<file path="src/rtl/fetch_issue_queue.sv">
// fetch_issue_queue
//   Decoupling FIFO between the fetch controller and the issue stage. Each
//   entry holds instruction, PC, predicted-taken flag and predicted target.
//   The oldest entry is presented to issue with a valid/ready handshake, and
//   the whole queue is discarded on a pipeline flush.
//
//   Optional build macro: FIQ_BYPASS_EN
//     When defined, an entry arriving at an empty queue while issue is ready
//     (and no flush) passes combinationally to the outputs and is consumed
//     without being written. When undefined there is no path from input data
//     to output data and the minimum latency is one cycle.
//
// Ports
//   clk_i, rst_n_i        clock (rising edge), async active-low reset
//   flush_i               discard all entries; blocks push/pop this cycle
//   fetch_valid_i/ready_o fetch-side handshake; ready depends on state only
//   instr_i, pc_i,
//   pred_taken_i,
//   pred_target_i         entry written on push
//   issue_valid_o/ready_i issue-side handshake
//   instr_o, pc_o,
//   pred_taken_o,
//   pred_target_o         head entry (don't-care while issue_valid_o = 0)
//   count_o               occupancy, 0..DEPTH
module fetch_issue_queue #(
  parameter int DEPTH = 8,
  parameter int XLEN  = 32,
  parameter int ILEN  = 32
) (
  input  logic                     clk_i,
  input  logic                     rst_n_i,
  input  logic                     flush_i,
  input  logic                     fetch_valid_i,
  output logic                     fetch_ready_o,
  input  logic [ILEN-1:0]          instr_i,
  input  logic [XLEN-1:0]          pc_i,
  input  logic                     pred_taken_i,
  input  logic [XLEN-1:0]          pred_target_i,
  output logic                     issue_valid_o,
  input  logic                     issue_ready_i,
  output logic [ILEN-1:0]          instr_o,
  output logic [XLEN-1:0]          pc_o,
  output logic                     pred_taken_o,
  output logic [XLEN-1:0]          pred_target_o,
  output logic [$clog2(DEPTH):0]   count_o
);

  localparam int AW = $clog2(DEPTH);
  localparam int PW = AW + 1;

  logic [ILEN-1:0] instr_mem  [DEPTH];
  logic [XLEN-1:0] pc_mem     [DEPTH];
  logic            taken_mem  [DEPTH];
  logic [XLEN-1:0] target_mem [DEPTH];

  // MSB of each pointer is the wrap bit; it tells full from empty when the
  // index bits match.
  logic [PW-1:0] wr_ptr, rd_ptr;
  logic          full, empty, bypass, push, pop;

  assign full  = (wr_ptr[AW-1:0] == rd_ptr[AW-1:0]) && (wr_ptr[AW] != rd_ptr[AW]);
  assign empty = (wr_ptr == rd_ptr);

`ifdef FIQ_BYPASS_EN
  assign bypass = empty & fetch_valid_i & issue_ready_i & ~flush_i;
`else
  assign bypass = 1'b0;
`endif

  // Ready is purely state-based so a pop cannot free a slot for a push in
  // the same cycle; this keeps issue_ready_i off the fetch timing path.
  assign fetch_ready_o = ~full & ~flush_i;
  assign issue_valid_o = (~empty | bypass) & ~flush_i;

  // A bypassed entry is consumed directly and never touches storage.
  assign push = fetch_valid_i & fetch_ready_o & ~bypass;
  assign pop  = issue_valid_o & issue_ready_i & ~bypass;

  assign count_o = wr_ptr - rd_ptr;

  always_ff @(posedge clk_i or negedge rst_n_i) begin
    if (!rst_n_i) begin
      wr_ptr <= '0;
      rd_ptr <= '0;
    end else if (flush_i) begin
      wr_ptr <= '0;
      rd_ptr <= '0;
    end else begin
      if (push) wr_ptr <= wr_ptr + PW'(1);
      if (pop)  rd_ptr <= rd_ptr + PW'(1);
    end
  end

  always_ff @(posedge clk_i) begin
    if (push) begin
      instr_mem[wr_ptr[AW-1:0]]  <= instr_i;
      pc_mem[wr_ptr[AW-1:0]]     <= pc_i;
      taken_mem[wr_ptr[AW-1:0]]  <= pred_taken_i;
      target_mem[wr_ptr[AW-1:0]] <= pred_target_i;
    end
  end

  always_comb begin
    instr_o       = instr_mem[rd_ptr[AW-1:0]];
    pc_o          = pc_mem[rd_ptr[AW-1:0]];
    pred_taken_o  = taken_mem[rd_ptr[AW-1:0]];
    pred_target_o = target_mem[rd_ptr[AW-1:0]];
    if (bypass) begin
      instr_o       = instr_i;
      pc_o          = pc_i;
      pred_taken_o  = pred_taken_i;
      pred_target_o = pred_target_i;
    end
  end

endmodule

</file>
<file path="config.mk">
export PLATFORM = sky130hd
export DESIGN_NAME = fetch_issue_queue
export DESIGN_NICKNAME = d
export VERILOG_FILES = /design/src/rtl/fetch_issue_queue.sv
export SDC_FILE = /design/constraint.sdc
export NUM_CORES = 1
export LEC_CHECK = 0
export ABC_AREA = 1
export CAP_MARGIN = 20
export CORE_UTILIZATION = 53
export DETAILED_ROUTE_END_ITERATION = 7
export PLACE_DENSITY_LB_ADDON = 0.15
export SETUP_SLACK_MARGIN = 0.05
export SYNTH_ARGS = -nofsm -noshare
export SYNTH_HDL_FRONTEND = slang
export SYNTH_SLANG_ARGS = --single-unit
</file>
<file path="constraint.sdc">
create_clock -name clk_i -period 8.9 [get_ports clk_i]
set_clock_uncertainty 0.15 [all_clocks]
set_input_delay 0.89 -clock clk_i [delete_from_list [all_inputs] [get_ports clk_i]]
set_output_delay 0.89 -clock clk_i [all_outputs]
set_load 0.02 [all_outputs]
</file>
==> flow_summary.yaml <==
sta:
  final.min_clock_period_ps: 5890
  slew_violations: 0
  whs_ps: 451
  hold_viol_final: 0
  grt_setup_unrepaired: "false"
  post-route-period-util_pct: 66.1
  setup-violations-final: 0
  max_freq_mhz: 170
  slew_headroom_pct: 27.4
  tightest_slew_ps: 1090
yosys:
  avgSynthCellArea_um2: 12.5
  yosysWarnings: 0
  synth_fa_ha_area_share_pct: 0.267
  synth_edf_count: 776
  synth_top_area_share_pct: 75.4
  syn_area_mm2: 0.0309
  synth_top_family_by_area: "simple AND/OR/NAND/NOR gates"
  synth-compound-area-share_pct: 9.49
  syn_nets: 2583
  ys.flop_type: "edfxtp_1"
  synth.most_common_cell: "edfxtp_1"
  synthMuxAreaShare_pct: 0
  yosys.area.top_type: "edfxtp_1"
  ys_ff_latch: 784
  synth.top_cells.by_area: "edfxtp_1 (75%), nor2_1 (7.1%), o21ai_0 (5.0%)"
  yosys-top-cells-count: "edfxtp_1 (776), nor2_1 (588), nand2_1 (316)"
  synth_seq_area_share_pct: 76.0
  synth_simple_gate_area_share_pct: 11.4
  async_reset_ff_share_pct: 1.02
  synth-xor-area-share_pct: 0.113
  synthCells: 2475
  synth_cell_types: 21
finish:
  area_delta_synth_final_pct: 16.7
  final_cell_area_mm2: 0.0361
  nNetsFinal: 2741
  drive_gt1_share_pct: 5.64
  nFillCells: 4428
  final_util_pct: 62.5
detailed_routing:
  wirelength_um: 68200
  num_vias: 19010
  wl_per_cell_um: 19.7
  drt_first_pass_iters: 7
  drc: 0
  drtIter0Drc: 1545
  viasPerCell: 5.49
  ant_nets: 0
clocking:
  cts.htree.levels: 3
  ctsHoldBuffers: 0
  cts_resized: 0
  cts_buffer_depth: 3
  cts_setup_buffers: 0
  numCtsBuffers: 79
  clock_latency_ps: 600
  clk_pin_slew_ps: 60
  cts_tree: "built"
  cts_sinks: 784
  cts-root-buf: "clkbuf_16"
critical_path:
  crit_path_max_fanout: 224
  cp_data_required_time_ps: 7860
  start_kind: "register"
  worstRegToRegCells: 9
  setup.worst_path.class: "register to output port"
  crit_path_end_kind: "output port"
  worstPathArrival_ps: 4850
hold_path:
  hold_path.class: "input pin to asynchronous set/reset pin"
power_and_ir_drop:
  irDropWorstVdd_uv: 148
  power.density_mw_per_mm2: 251
  leakage_nw: 12.3
outcome:
  status: "finished, final reports clean"
floorplan:
  initial_utilization_pct: 53.6
  dieArea_mm2: 0.0593
  coreArea_mm2: 0.0577
  ioPinCount: 205
  placementRows: 88
  fp.dieH_um: 244
  fp.dieW_um: 244
global_route:
  grt_pass1_vias: 18686
  grt_max_degree: 225
  antenna_found_initial: 6
  grt_pass1_wl_um: 105000
  grt_use_total_pct: 23.1
  overflow: 0
placed_design:
  globalplace.congestion: 0.786
  placed_cell_area_mm2: 0.0334
  port_buffers: 204
  dpl.hpwl_um: 33200
run:
  drv_cap: 0
## critical path, stage by stage (launching register included)
cell and delay (ps):
dfrtp_4 930, buf_12 720, buf_4 950, nor2_1 110, nor2_1 110, o21ai_1 90
o21ai_1 130, nand2_1 60, nand2_1 100, clkdlybuf4s50_1 710
## metrics by stage
step	setup slack, ps	power, mW	instances	setup TNS (ps)
5_1_grt	2730	9.45	3460	0
3_3_place_gp	3800	5.82	3316	0
6_report	3010	9.07	3460	0
4_1_cts	3080	9.14	3458	0
2_1_floorplan	-24.3	5.27	2475	-7030
3_5_place_dp	3770	5.84	3316	0
## placed cells by master (no fill, tap or decap)
master	instances
nand2_1	316
clkdlybuf4s50_1	204
edfxtp_1	776
o21ai_0	310
clkbuf_16	83
bufinv_16	10
fa_1	1
o21ai_1	273
diode_2	1
dfrtp_4	3
clkinv_1	22
xnor2_1	1
nor3_2	3
inv_8	1
dfrtp_1	5
inv_4	1
nor2_4	5
nand4_1	5
clkbuf_1	7
buf_12	4
ha_1	5
clkinvlp_4	1
nor2_1	583
nand3_1	17
inv_1	11
xor2_1	3
a21oi_1	3
buf_16	1
inv_6	3
buf_4	21
clkinv_2	16
## cell type report
cell class / instances / area [µm²] / area share [%]
clock buffers: 90 / 2100 / 5.83
inverters: 13 / 58.8 / 0.163
clock inverters: 52 / 497 / 1.38
repair buffers: 230 / 2310 / 6.40
flip-flops and latches: 784 / 23500 / 65.2
well taps: 765 / 957 / 2.65
diodes: 1 / 2.50 / 0.00694
multi-input cells: 1525 / 6630 / 18.4
## cells by family after synthesis
family / count (synthesis)
compound gates: 586
xor+xnor: 4
fa+ha+maj: 6
buf+inv: 166
flops: 784
simple gates: 929
## where the power goes
part	switching, mW	total [mW]	internal (mW)
Sequential	0.0515	4.18	4.12
Combinational	1.01	1.58	0.576
Clock	1.33	3.31	1.98
## metal layers
metal	global-route usage [%]	up-vias	wire length (µm)
met2	38.1	502	32800
met3	4.11	112	4160
met5	0	-	70
li1	-	9093	-
met4	6.38	10	1320
met1	31.8	9293	29900
## final timing paths
check / from / endpoint / slack (ps)
min: rst_n_i / wr_ptr[2] / 450
max in group asynchronous: rst_n_i / rd_ptr[2] / 7790
min in group clk_i: rd_ptr[3] / rd_ptr[3] / 450
min reg2reg: rd_ptr[3] / rd_ptr[3] / 450
max reg2reg: rd_ptr[2] / instr_mem[4][20] / 4020
max: rd_ptr[0] / pred_target_o[9] / 3010
## registers in the layout, indices dropped and copies added (netlist names)
name	count
instr_mem	256
pc_mem	256
rd_ptr	4
taken_mem	8
target_mem	256
wr_ptr	4
(Power assumes the default switching activity.)
